## src/rtl/typewriter_cycle_sequencer.sv

```systemverilog
// Console typewriter cycle sequencer: runs one controlled CRCB cam revolution per
// print/space/shift operation and handshakes carriage-return/tab with their interlocks.
module typewriter_cycle_sequencer #(
   parameter int unsigned DEG_DIV = 4
) (
   input  logic       clk,
   input  logic       rst_n,
   input  logic       req_valid,
   output logic       req_ready,
   input  logic [2:0] req_op,
   input  logic [5:0] req_char,
   input  logic       req_upper,
   input  logic       carr_rtn_intlk,
   input  logic       tab_intlk,
   output logic [8:0] cam_angle,
   output logic [5:0] crcb,
   output logic [5:0] mag_code,
   output logic       mag_fire,
   output logic       space_sol,
   output logic       cr_sol,
   output logic       tab_sol,
   output logic       shift_sol,
   output logic       shift_state,
   output logic       busy,
   output logic       done
);

   localparam logic [7:0] PrescMax = 8'(DEG_DIV - 1);
   localparam logic [2:0] OpChar   = 3'd0;
   localparam logic [2:0] OpSpace  = 3'd1;
   localparam logic [2:0] OpCr     = 3'd2;
   localparam logic [2:0] OpTab    = 3'd3;
   localparam logic [2:0] OpUpper  = 3'd4;
   localparam logic [2:0] OpLower  = 3'd5;

   typedef enum logic [2:0] {
      StIdle,
      StShift,
      StPrint,
      StSpace,
      StFuncWait,
      StDone
   } state_e;

   state_e     state_q, state_d;
   logic [7:0] presc_q, presc_d;
   logic [8:0] angle_q, angle_d;
   logic [2:0] op_q, op_d;
   logic [5:0] char_q, char_d;
   logic [5:0] mag_code_q, mag_code_d;
   logic       shift_state_q, shift_state_d;
   // 0: solenoid pulling, waiting for interlock to make; 1: waiting for it to break
   logic       phase_q, phase_d;

   logic run, tick, last_tick, intlk;

   always_ff @(posedge clk or negedge rst_n) begin
      if (!rst_n) begin
         state_q       <= StIdle;
         presc_q       <= 8'd0;
         angle_q       <= 9'd0;
         op_q          <= 3'd0;
         char_q        <= 6'd0;
         mag_code_q    <= 6'd0;
         shift_state_q <= 1'b0;
         phase_q       <= 1'b0;
      end else begin
         state_q       <= state_d;
         presc_q       <= presc_d;
         angle_q       <= angle_d;
         op_q          <= op_d;
         char_q        <= char_d;
         mag_code_q    <= mag_code_d;
         shift_state_q <= shift_state_d;
         phase_q       <= phase_d;
      end
   end

   assign run       = (state_q == StShift) || (state_q == StPrint) || (state_q == StSpace);
   assign tick      = run && (presc_q == PrescMax);
   assign last_tick = tick && (angle_q == 9'd359);
   assign intlk     = (op_q == OpCr) ? carr_rtn_intlk : tab_intlk;

   always_comb begin
      state_d       = state_q;
      presc_d       = presc_q;
      angle_d       = angle_q;
      op_d          = op_q;
      char_d        = char_q;
      mag_code_d    = mag_code_q;
      shift_state_d = shift_state_q;
      phase_d       = phase_q;

      if (run) begin
         if (tick) begin
            presc_d = 8'd0;
            angle_d = last_tick ? 9'd0 : angle_q + 9'd1;
         end else begin
            presc_d = presc_q + 8'd1;
         end
      end

      unique case (state_q)
         StIdle: begin
            if (req_valid) begin
               op_d    = req_op;
               char_d  = req_char;
               phase_d = 1'b0;
               case (req_op)
                  OpChar: begin
                     if (req_upper != shift_state_q) begin
                        state_d = StShift;
                     end else begin
                        state_d    = StPrint;
                        mag_code_d = req_char;
                     end
                  end
                  OpSpace: state_d = StSpace;
                  OpCr, OpTab: state_d = StFuncWait;
                  OpUpper: state_d = shift_state_q ? StDone : StShift;
                  OpLower: state_d = shift_state_q ? StShift : StDone;
                  default: state_d = StDone;
               endcase
            end
         end
         StShift: begin
            if (last_tick) begin
               shift_state_d = ~shift_state_q;
               if (op_q == OpChar) begin
                  state_d    = StPrint;
                  mag_code_d = char_q;
               end else begin
                  state_d = StDone;
               end
            end
         end
         StPrint, StSpace: begin
            if (last_tick) state_d = StDone;
         end
         StFuncWait: begin
            if (!phase_q) begin
               if (intlk) phase_d = 1'b1;
            end else if (!intlk) begin
               state_d = StDone;
            end
         end
         StDone: state_d = StIdle;
         default: state_d = StIdle;
      endcase
   end

   // Contact windows are half-open [lo, hi) in cam degrees.
   always_comb begin
      crcb = 6'd0;
      if (run) begin
         crcb[0] = (angle_q < 9'd51);
         crcb[1] = (angle_q >= 9'd50)  && (angle_q < 9'd100);
         crcb[2] = (angle_q >= 9'd99)  && (angle_q < 9'd309);
         crcb[3] = (angle_q >= 9'd171) && (angle_q < 9'd221);
         crcb[4] = (angle_q >= 9'd220) && (angle_q < 9'd300);
         crcb[5] = (angle_q >= 9'd310);
      end
   end

   assign mag_fire    = (state_q == StPrint) && crcb[0];
   assign space_sol   = (state_q == StSpace) && crcb[0];
   assign shift_sol   = (state_q == StShift) && (crcb[0] | crcb[1]);
   assign cr_sol      = (state_q == StFuncWait) && !phase_q && (op_q == OpCr);
   assign tab_sol     = (state_q == StFuncWait) && !phase_q && (op_q == OpTab);

   assign cam_angle   = angle_q;
   assign mag_code    = mag_code_q;
   assign shift_state = shift_state_q;
   assign req_ready   = (state_q == StIdle);
   assign busy        = (state_q != StIdle);
   assign done        = (state_q == StDone);

endmodule

```

## config.mk

```make
export PLATFORM = sky130hd
export DESIGN_NAME = typewriter_cycle_sequencer
export DESIGN_NICKNAME = d
export VERILOG_FILES = /design/src/rtl/typewriter_cycle_sequencer.sv
export SDC_FILE = /design/constraint.sdc
export NUM_CORES = 1
export LEC_CHECK = 0
export CORE_MARGIN = 5
export CORE_UTILIZATION = 51
export CTS_CLUSTER_DIAMETER = 60
export DETAILED_ROUTE_END_ITERATION = 10
export GPL_TIMING_DRIVEN = 0
export PLACE_DENSITY = 0.8
export SLEW_MARGIN = 5
export SYNTH_ARGS = -nofsm -noshare
export SYNTH_HDL_FRONTEND = slang
export SYNTH_SLANG_ARGS = --single-unit
```

## constraint.sdc

```tcl
create_clock -name clk -period 2.28 [get_ports clk]
set_input_delay 0.228 -clock clk [delete_from_list [all_inputs] [get_ports clk]]
set_output_delay 0.228 -clock clk [all_outputs]
set_load 0.02 [all_outputs]
```

==> results by stage, run 1 <==
Finish:
- In the layout the commonest cells are sky130_fd_sc_hd__dfrtp_1, sky130_fd_sc_hd__clkdlybuf4s50_1, sky130_fd_sc_hd__nor2_1, sky130_fd_sc_hd__nand2_1, sky130_fd_sc_hd__a21oi_1.
- Counting the fill cells in the layout gives 305.
- The fraction of final layout cells with drive strength greater than 1 is 18.6%.
- Summing all multi-input logic gate instances after layout gives 1130 um2.
- The number of nets in the layout is 286.
- The area taken by flip-flops and latches is 928 um2.
- The area growth from synthesis to final layout is 31.6%.
- The number of inserted diodes is 0.
- Leaving out fill and tap cells, the most frequent cell in the layout is sky130_fd_sc_hd__dfrtp_1.
- The core occupancy in the finished layout is 69.6%.

Worst setup path:
- The highest fanout seen on the critical path is 9.
- The worst setup path is captured at an output port.
- Setup slack on the worst reg-to-reg path comes out at 160 ps.
- The largest single stage delay on the critical path is 410 ps.
- Among cell families on the critical path, the largest total delay comes from buffers and inverters.
- STA puts the critical path data arrival time at 1980 ps.
- The worst path required time is 2050 ps.
- The nature of the critical path startpoint is a register.
- The startpoint identified for the worst register-to-register timing path is state_q[2].
- Counting both buffers and inverters, the worst setup path holds a total of 2.
- The library cell contributing the largest single delay on the critical path is sky130_fd_sc_hd__dfrtp_1.
- The logic depth of the worst register-to-register path is 6.
- The worst register-to-register path ends at mag_code[5].
- The critical path goes through clkbuf_4 > nor3_1 > nand4_1 > a221o_1 > and3_1 > clkdlybuf4s15_1.
- The setup path with the least slack is of type reg2out.

Pwr:
- The internal portion of the total power is 0.00193 W.
- The power density normalized to cell area is 1140 nW/um2.
- The sequential fraction of design power is 32.8%.
- The worst-case IR drop observed on VDD is 0.894 mV.
- For this design the static power due to leakage is 1.24 nW.
- The switching power total is 0.00125 W.
- Net switching is 39.3% of the power.
- The clock network fraction of design power is 18.1%.
- The share of total power in combinational logic is 49.1%.

Synth:
- The leading area contributor after synthesis is sky130_fd_sc_hd__dfrtp_1.
- The number of warnings issued by yosys is 0.
- Of all flip-flops after synthesis, the portion carrying an async set or reset was 100%.
- The share of the yosys chip area belonging to registers is 43.8%.
- The total nets after synthesis is 236.
- Synthesis produced 218 cells.
- Sorting the synthesized cells by area gives the leading types as sky130_fd_sc_hd__dfrtp_1, sky130_fd_sc_hd__mux2_2, sky130_fd_sc_hd__nor2_1, sky130_fd_sc_hd__xnor2_1, sky130_fd_sc_hd__a21oi_1.
- The number of enable flip-flop cells after synthesis is 0.
- A synthesized cell averages 9.70 um2.
- The dominant register cell in the synthesized netlist is sky130_fd_sc_hd__dfrtp_1.
- In this run, distinct cell masters in the synthesized netlist total 52.
- The synthesized design contains 37 register bits.
- The cell area after synthesis is 2110 um2.
- The share of the synthesized area in the top cell type is 43.8%.

Timing:
- The maximum achievable frequency is 453 MHz.
- The slew at the pin with the worst max-slew slack is 804 ps.
- Setup slack on the critical path of the routed design comes to 73.2 ps.
- The count of final hold-check violations is 0.
- The clock arrives with 8.62 ps of skew.
- Setup violations remaining at the end of the flow were counted as 0.
- The final count of pins violating max slew came to 0.
- The final hold slack is 23.2 ps.
- The share of the clock period used by the worst path after layout is 96.8%.
- The worst max-slew margin expressed relative to the limit is 46.4%.
- The post-route minimum period is 2210 ps.

Route:
- The length of the first detailed-routing pass in iterations is 4.
- The total detailed-routing wirelength is 5050 um.
- The number of design-rule violations left by the first detailed-router iteration is 199.
- The via count is 1839.
- The number of remaining DRC errors is 0.
- The mean routed wirelength per cell is 15.8 um.
- Dividing the detail-routed via count by the number of cells gives 5.76.
- The detail route stage leaves a number of antenna-violating nets equal to 0.

GRT:
- The number of antenna violations at the first check in global routing is 0.
- The overall fraction of global-route tracks in use is 19.7%.
- Summed over all layers, the global routing overflow is 0.
- The largest net degree at the start of global routing is 38.
- The first global-routing pass estimated 8320 um of wire.
- The number of global-route vias before repair was 1770.

Clock network:
- CTS placed an instance of sky130_fd_sc_hd__clkbuf_8 at the clock tree root.
- The number of buffers on the longest clock path is 2.
- The clock tree from TritonCTS is done.
- The H-tree depth reported by CTS is 2.
- The number of sinks on the clock net is 37.
- The clock transition at the registers of the reported paths is 80 ps.
- Counting the buffers created by CTS gives 5.
- For this design, the CTS-stage hold fixing added 0 buffers.
- The later pin in the worst-skew pair is clocked with a latency of 290 ps.

Floorplan:
- The floorplan step set the die height to 74.4 um.
- The cell row count is 23.
- The starting density of the core is 52.9%.
- The die is 74.4 um wide.
- The count of boundary I/O pins is 45.
- In this run the standard cell core region covers 4000 um2.
- The floorplan step defined a die boundary enclosing 5530 um2.

Place:
- The congestion estimate from routability-driven global placement came to 0.866.
- The number of input and output port buffers inserted is 44.
- The half-perimeter wire length after detailed placement is 3620 um.
- Prior to clock tree synthesis, the placed netlist has a worst setup slack of -141 ps.

Min path:
- The worst hold path belongs to the class in2async.

Run:
- Max-cap violations in this run came to 0.

Run status:
- The flow ran to the end, and the final reports show no timing, DRC or antenna violations.
-- worst max path at each step --
stage / startpoint / end / slack (ps) / cells past startpoint
2_1_floorplan: state_q[2] / mag_fire / 70 / 6
3_5_place_dp: state_q[2] / space_sol / -140 / 7
6_report: cam_angle[1] / crcb[2] / 70 / 6
3_3_place_gp: state_q[2] / mag_fire / -130 / 7
5_1_grt: state_q[2] / space_sol / -1 / 7
4_1_cts: state_q[1] / tab_sol / 7 / 5
-- synth_stat cells (all sizes together) (4+ instances only) --
| cell type | number |
|---|---|
| dfrtp | 37 |
| nor2 | 22 |
| nand2 | 15 |
| a21oi | 12 |
| inv | 9 |
| mux2 | 9 |
| o21ai | 9 |
| nand4 | 8 |
| o22ai | 8 |
| xnor2 | 8 |
| nor3 | 7 |
| a2bb2oi | 6 |
| buf | 6 |
| clkbuf | 6 |
| nand3 | 6 |
| xor2 | 6 |
| nor3b | 4 |
-- cell type report --
cell class	instances	area share [%]
repair buffers	46	16.5
clock inverters	3	1.66
plain buffers	9	1.98
clock buffers	5	2.47
inverters	9	1.21
multi-input cells	160	40.6
well taps	50	2.25
flip-flops and latches	37	33.4
-- routing by layer --
metal / global-route usage, % / wire length (um) / share of wire, % / vias to the layer above
li1: - / - / - / 888
met1: 26.5 / 2200 / 43 / 887
met2: 30.7 / 2500 / 50 / 54
met3: 3.24 / 263 / 5.2 / 10
met4: 9.68 / 87 / 1.7 / 0
met5: 0 / 0 / 0 / -
-- state kept, by name, summed over array words and instances, names as in the netlist --
name and count:
phase_q 1, char_q 6, shift_state 1, cam_angle 9
op_q 3, mag_code 6, state_q 3, presc_q 8
-- power groups by stage --
stage	clock network, W	logic (W)	registers, W
after floorplan	0	0.000929	0.00110
after global placement	0	0.00151	0.00102
after detailed placement	0	0.00154	0.00102
after CTS	0.000581	0.00151	0.00105
after global routing	0.000607	0.00171	0.00108
final	0.000575	0.00156	0.00104
-- through the flow --
stage | setup TNS, ps | instance area, um2 | total power, W | cells
floorplan | 0 | 2110 | 0.00203 | 218
global placement | -263 | 2620 | 0.00253 | 312
detailed placement | -277 | 2610 | 0.00257 | 312
CTS | 0 | 2730 | 0.00314 | 317
global route | -1.28 | 2780 | 0.00339 | 319
finish | 0 | 2780 | 0.00318 | 319
-- what timing repair did --
item                                    CTS  global route
buffers inserted                          0             2
endpoints found under the setup margin   11            11
resized for setup                        18            12
pin swaps                                 0             0
-- logic make-up after synthesis --
| logic type | Yosys count | share of synthesized area [%] |
|---|---|---|
| AOI/OAI and AO/OA | 52 | 17.5 |
| xor gates and xnor gates | 14 | 5.80 |
| adders and majority gates | 3 | 1.78 |
| buffers and inverters | 21 | 4.50 |
| DFF | 37 | 43.8 |
| muxes | 10 | 5.27 |
| and+or+nand+nor | 81 | 21.4 |
Power figures use the tool's default switching activity.
==> inputs of run 2 (changes only) <==
Settings changed: REMOVE_ABC_BUFFERS set to 1.
==> results by stage, run 2 (same netlist as run 1, synthesis figures left out) <==
Run status:
- Status: completed (unchanged).

Finish:
- The area growth from synthesis to final layout is 27.2% (was 31.6%).
- Most frequent cells in the layout: sky130_fd_sc_hd__clkdlybuf4s50_1, sky130_fd_sc_hd__dfrtp_1, sky130_fd_sc_hd__nor2_1, sky130_fd_sc_hd__nand2_1, sky130_fd_sc_hd__a21oi_1 (was sky130_fd_sc_hd__dfrtp_1, sky130_fd_sc_hd__clkdlybuf4s50_1, sky130_fd_sc_hd__nor2_1, sky130_fd_sc_hd__nand2_1, sky130_fd_sc_hd__a21oi_1).
- The most frequent standard cell in the layout excluding fill and tap cells was sky130_fd_sc_hd__clkdlybuf4s50_1 (was sky130_fd_sc_hd__dfrtp_1).
- The number of inserted diodes is 0 (unchanged).
- The flip-flop count of the largest register after layout is 9 (unchanged).
- The fraction of final layout cells with drive strength greater than 1 came to 19.1% (was 18.6%).
- The number of fill cells is 326 (was 305).
- The number of nets in the layout was 279 (was 286).

Clock network:
- The number of buffers added by the clock tree synthesis step came to 5 (unchanged).
- The clock transition at the registers of the reported paths is 70 ps (was 80 ps).
- The H-tree depth reported by CTS is 2 (unchanged).
- The clock tree from TritonCTS is done (unchanged).
- The number of buffers on the longest clock path is 2 (unchanged).
- The number of sinks on the clock net is 37 (unchanged).
- The post-cts hold buffer count is 0 (unchanged).
- The buffer cell driving the clock tree root is sky130_fd_sc_hd__clkbuf_8 (unchanged).
- The source-to-sink clock delay at the later pin of the worst-skew pair is 290 ps (about the same).

GRT:
- The number of antenna violations at the first check in global routing is 0 (unchanged).
- The overall fraction of global-route tracks in use is 18.5% (was 19.7%).
- The met2 layer usage reported by global route came to 28.7% (was 30.7%).
- The most used routing layer is met2 (unchanged).
- The met3 routing resource usage after global routing is 4.19% (was 3.24%).
- The wire length of the first global-routing pass came to 7930 um (was 8320 um).
- The number of global-route vias before repair is 1719 (was 1770).
- The largest net degree at the start of global routing is 38 (unchanged).
- The met1 usage in global routing is 25.3% (was 26.5%).
- The total congestion overflow is 0 (unchanged).

Worst setup path:
- The nature of the critical path startpoint is a register (unchanged).
- The critical path start-end classification is reg2out (unchanged).
- The highest fanout seen on the critical path is 13 (was 9).
- The kind of capture point of the worst setup path is an output port (unchanged).
- The worst path required time is 2050 ps (about the same).
- The critical path data arrival time came to 1960 ps (was 1980 ps).

Route:
- The average via count per standard cell came to 5.91 (was 5.76).
- The number of design-rule violations left by the first detailed-router iteration is 169 (was 199).
- The number of remaining DRC errors is 0 (unchanged).
- The total detailed-routing wirelength came to 4800 um (was 5050 um).
- The length of the first detailed-routing pass in iterations is 4 (unchanged).
- The via count was 1845 (was 1839).
- The remaining antenna violation count after routing is 0 (unchanged).
- The mean routed wirelength per cell is 15.4 um (was 15.8 um).

Timing:
- The worst max-slew margin expressed relative to the limit is 46.6% (was 46.4%).
- The share of the clock period used by the worst path after layout was 96.0% (was 96.8%).
- The final count of pins violating max slew was 0 (unchanged).
- The count of final hold-check violations is 0 (unchanged).
- Setup repair after global routing left no endpoint under its margin.
- The largest clock skew in the final design is 7.07 ps (was 8.62 ps).
- The final sum of negative setup slack is 0 ps (unchanged).
- The final hold slack is 24.6 ps (was 23.2 ps).
- The final count of negative-setup-slack endpoints came to 0 (unchanged).
- The maximum achievable frequency is 457 MHz (was 453 MHz).
- The post-route minimum period is 2190 ps (was 2210 ps).
- The slew at the pin with the worst max-slew slack was 802 ps (was 804 ps).

Floorplan:
- The die area is 5530 um2 (unchanged).
- The cell row count was 23 (unchanged).
- The starting density of the core came to 52.9% (unchanged).
- The area of the core region is 4000 um2 (unchanged).
- The count of boundary I/O pins is 45 (unchanged).
- The x dimension of the die is 74.4 um (unchanged).
- The die boundary height was 74.4 um (unchanged).

Pwr:
- The maximum vdd drop came to 0.743 mV (was 0.894 mV).
- The power density normalized to cell area is 1120 nW/um2 (was 1140 nW/um2).
- The leakage component of the power is 1.18 nW (was 1.24 nW).

Place:
- The placer's final routability congestion estimate is 0.859 (was 0.866).
- The half-perimeter wire length after detailed placement was 3350 um (was 3620 um).
- The number of input and output port buffers inserted came to 44 (unchanged).

Run:
- The max-capacitance violation count came to 0 (unchanged).

Min path:
- The worst hold-check path type is in2async (unchanged).
## run 2: cell count changes in the layout (fill, tap and decap cells not counted), moves of 2 or more
cell	previous run	this run
sky130_fd_sc_hd__dfrtp_1	35	29
sky130_fd_sc_hd__clkinv_2	0	2
sky130_fd_sc_hd__clkbuf_2	1	3
sky130_fd_sc_hd__clkdlybuf4s15_2	2	0
sky130_fd_sc_hd__dfrtp_2	2	8
sky130_fd_sc_hd__buf_2	5	1
## run 2: through the flow
stage,power (W),util (%),worst slack [ps],cell area [um2],instances
global route,0.00322,67.2,9.95,2690,312
detailed placement,0.00251,63.8,-162,2550,300
finish,0.00301,67.2,91.8,2690,312
CTS,0.00296,66.1,10.3,2650,308
global placement,0.00248,63.9,-154,2560,300
floorplan,0.00198,-,76.9,2050,206
## run 2: report_power, final
part	leakage [nW]	total, W	internal, W	switching [W]
Combinational	0.675	0.00146	0.000694	0.000763
Sequential	0.457	0.00110	0.000876	0.000227
Clock	0.0439	0.000447	0.000211	0.000237
Total	1.18	0.00301	0.00178	0.00123
## run 2: worst paths after layout
check | slack [ps] | start | cells past startpoint | to
worst max-delay path | 90 | cam_angle[6] | 5 | crcb[2]
worst min-delay path | 20 | rst_n | 1 | cam_angle[0]
worst max register to register | 200 | state_q[0] | 5 | mag_code[3]
worst min register to register | 480 | presc_q[7] | 1 | presc_q[7]
max in group asynchronous | 1700 | rst_n | 1 | cam_angle[6]
min in group clk | 480 | presc_q[7] | 1 | presc_q[7]
## run 2: cell type report
type	instances	area (um2)	area share [%]
clock buffer	5	68.8	2.56
clock inverter	3	17.5	0.651
inverter	9	33.8	1.26
multi-input combinational	160	1120	41.6
sequential	37	936	34.8
tap	50	62.6	2.33
timing repair buffer	48	453	16.8
## run 2: timing repair
| action | 4_1_cts | 5_1_grt |
|---|---|---|
| setup buffers | 0 | 4 |
| endpoints found under the setup margin | 8 | 9 |
| pin swaps | 0 | 0 |
| gates resized for setup | 14 | 17 |
## run 2: metal layers
metal  share of wire [%]  routed length, um  vias to the layer above
met1                  43               2080                      915
met3                 6.1                291                        7
met4                 1.2                 59                        0
met2                  49               2370                       47
li1                    -                  -                      876
met5                   0                  0                        -
## run 2: critical path: stages, from the launching register on
cell,delay [ps]
sky130_fd_sc_hd__dfrtp_2,510
sky130_fd_sc_hd__nor3_1,200
sky130_fd_sc_hd__nand4_1,120
sky130_fd_sc_hd__a221o_1,360
sky130_fd_sc_hd__and3_1,160
sky130_fd_sc_hd__dlygate4sd2_1,320
==> inputs of run 3 (changes only) <==
Settings changed: CORE_UTILIZATION 51 to 55, PLACE_DENSITY 0.8 to 0.85.
Clock period 2.28 ns to 2.55 ns, I/O delays scaled along.
==> results by stage, run 3 (same netlist as run 1, synthesis figures left out) <==
Finish:
- The most frequent standard cell in the layout excluding fill and tap cells is sky130_fd_sc_hd__clkdlybuf4s50_1 (unchanged).
- The number of fill cells is 309 (was 326).
- The number of nets in the layout is 275 (was 279).
- Most frequent cells in the layout: sky130_fd_sc_hd__clkdlybuf4s50_1, sky130_fd_sc_hd__dfrtp_1, sky130_fd_sc_hd__nor2_1, sky130_fd_sc_hd__nand2_1, sky130_fd_sc_hd__a21oi_1 (unchanged).
- The flip-flop count of the largest register after layout is 9 (unchanged).
- The fraction of final layout cells with drive strength greater than 1 is 14.7% (was 19.1%).
- The number of inserted diodes is 0 (unchanged).
- The area growth from synthesis to final layout is 27.0% (was 27.2%).

Clock network:
- The clock transition at the registers of the reported paths came to 80 ps (was 70 ps).
- The clock tree from TritonCTS is done (unchanged).
- The number of buffers on the longest clock path was 2 (unchanged).
- The H-tree depth reported by CTS is 2 (unchanged).
- The source-to-sink clock delay at the later pin of the worst-skew pair is 290 ps (about the same).
- The number of sinks on the clock net is 37 (unchanged).
- The post-cts hold buffer count is 0 (unchanged).
- The number of buffers added by the clock tree synthesis step came to 5 (unchanged).
- The buffer cell driving the clock tree root is sky130_fd_sc_hd__clkbuf_8 (unchanged).

Route:
- The remaining antenna violation count after routing is 0 (unchanged).
- The via count came to 1833 (was 1845).
- The number of design-rule violations left by the first detailed-router iteration came to 144 (was 169).
- The average via count per standard cell is 5.99 (was 5.91).
- The number of remaining DRC errors is 0 (unchanged).
- The total detailed-routing wirelength is 5020 um (was 4800 um).
- The length of the first detailed-routing pass in iterations came to 4 (unchanged).
- The mean routed wirelength per cell is 16.4 um (was 15.4 um).

Worst setup path:
- The critical path start-end classification was reg2out (unchanged).
- The nature of the critical path startpoint is a register (unchanged).
- The kind of capture point of the worst setup path is an output port (unchanged).
- The highest fanout seen on the critical path came to 10 (was 13).
- The critical path data arrival time is 2160 ps (was 1960 ps).
- The worst path required time is 2300 ps (was 2050 ps).

GRT:
- The wire length of the first global-routing pass is 8500 um (was 7930 um).
- The met2 layer usage reported by global route is 33.5% (was 28.7%).
- The met3 routing resource usage after global routing is 4.71% (was 4.19%).
- The most used routing layer is met2 (unchanged).
- The overall fraction of global-route tracks in use is 20.5% (was 18.5%).
- The met1 usage in global routing is 27.2% (was 25.3%).
- The number of antenna violations at the first check in global routing is 0 (unchanged).
- The total congestion overflow is 0 (unchanged).
- The number of global-route vias before repair was 1822 (was 1719).
- The largest net degree at the start of global routing is 38 (unchanged).

Floorplan:
- The die boundary height came to 72.0 um (was 74.4 um).
- The die area is 5180 um2 (was 5530 um2).
- The area of the core region came to 3690 um2 (was 4000 um2).
- The x dimension of the die is 72.0 um (was 74.4 um).
- The starting density of the core is 57.3% (was 52.9%).
- The count of boundary I/O pins is 45 (unchanged).
- The cell row count is 22 (was 23).

Timing:
- The post-route minimum period is 2420 ps.
- The maximum achievable frequency is 414 MHz.
- The count of final hold-check violations is 0 (unchanged).
- The largest clock skew in the final design is 2.62 ps (was 7.07 ps).
- The final critical path takes up 94.7% of the cycle.
- The final count of pins violating max slew is 0 (unchanged).
- The slew at the pin with the worst max-slew slack is 796 ps (was 802 ps).
- The final sum of negative setup slack came to 0 ps (unchanged).
- RSZ-0062 raised after global routing: no (unchanged).
- The worst max-slew margin expressed relative to the limit is 46.9% (was 46.6%).
- The final count of negative-setup-slack endpoints is 0 (unchanged).

Run:
- The max-capacitance violation count is 0 (unchanged).

Place:
- The half-perimeter wire length after detailed placement is 3550 um (was 3350 um).
- The number of input and output port buffers inserted is 44 (unchanged).
- The placer's final routability congestion estimate is 0.885 (was 0.859).

Pwr:
- The switching power total was 0.00112 W (was 0.00123 W).
- The share of total power in combinational logic is 45.4% (was 48.4%).
- The sequential fraction of design power came to 36.1% (was 36.7%).
- The maximum vdd drop is 0.750 mV (was 0.743 mV).
- The clock network fraction of design power is 18.5% (was 14.9%).
- The leakage component of the power is 1.14 nW (was 1.18 nW).
- The internal portion of total power is 0.00167 W (was 0.00178 W).
- The switching share of power is 40.0% (was 40.8%).
- The total power after layout is 0.00279 W (was 0.00301 W).
- The power density normalized to cell area came to 1040 nW/um2 (was 1120 nW/um2).

Min path:
- The worst hold-check path type is in2async (unchanged).

Run status:
- Status: completed (unchanged).
-- run 3: cell types whose count changed in the layout (fill, tap and decap cells not counted), sizes merged --
cell and delta:
bufinv +1, clkbuf -3, clkinv -1, buf -4, dlygate4sd2 -1, dlymetal6s2s -1
clkdlybuf4s50 +5
-- run 3: final cells by class --
| class | instances | area, um2 | share of cell area, % |
|---|---|---|---|
| Timing Repair Buffer | 44 | 437 | 16.3 |
| Clock inverter | 3 | 46.3 | 1.72 |
| Sequential cell | 37 | 933 | 34.7 |
| Inverter | 9 | 33.8 | 1.26 |
| Tap cell | 48 | 60.1 | 2.24 |
| Multi-Input combinational cell | 160 | 1110 | 41.2 |
| Clock buffer | 5 | 68.8 | 2.56 |
-- run 3: per-layer routing --
layer,wire length [um],share of wire [%],vias up
li1,-,-,866
met1,2100,42,908
met2,2520,50,51
met3,317,6.3,8
met4,80,1.6,0
met5,0,0,-
-- run 3: worst paths after layout --
path | slack (ps) | cells past startpoint | to | from
setup / recovery | 130 | 5 | crcb[1] | state_q[2]
hold / removal | 40 | 1 | presc_q[6] | rst_n
setup reg to reg | 370 | 5 | mag_code[4] | state_q[2]
hold reg to reg | 490 | 1 | presc_q[7] | presc_q[7]
min in group clk | 490 | 1 | presc_q[7] | presc_q[7]
max in group asynchronous | 1960 | 1 | cam_angle[6] | rst_n
-- run 3: power groups by stage --
stage / registers [W] / logic (W) / clock network (W)
after floorplan: 0.00104 / 0.000727 / 0
after global placement: 0.000992 / 0.00122 / 0
after detailed placement: 0.00100 / 0.00125 / 0
after CTS: 0.000996 / 0.00127 / 0.000515
after global routing: 0.00104 / 0.00138 / 0.000542
final: 0.00101 / 0.00127 / 0.000515
-- run 3: worst max-delay path, cell delays in order (launching register included) --
cell and delay, ps:
sky130_fd_sc_hd__dfrtp_2 490, sky130_fd_sc_hd__o21bai_2 300, sky130_fd_sc_hd__nor3_1 200, sky130_fd_sc_hd__o21ai_0 150
sky130_fd_sc_hd__nor2_1 120, sky130_fd_sc_hd__clkdlybuf4s50_1 600
-- run 3: per-stage QoR --
stage	utilization, %	hold slack, ps	setup slack [ps]	instance area [um2]	instances
finish	72.8	41.0	134	2690	306
global route	72.8	112	1.10	2690	306
CTS	72.5	68.8	55.2	2670	306
detailed placement	69.1	386	103	2550	298
global placement	69.2	469	103	2550	298
floorplan	-	-40.6	320	2050	206
-- run 3: timing repair --
item,in CTS,in global routing
endpoints found under the setup margin,5,4
pin swaps,0,0
buffers inserted,0,0
resized for setup,8,6
gates cloned,0,0
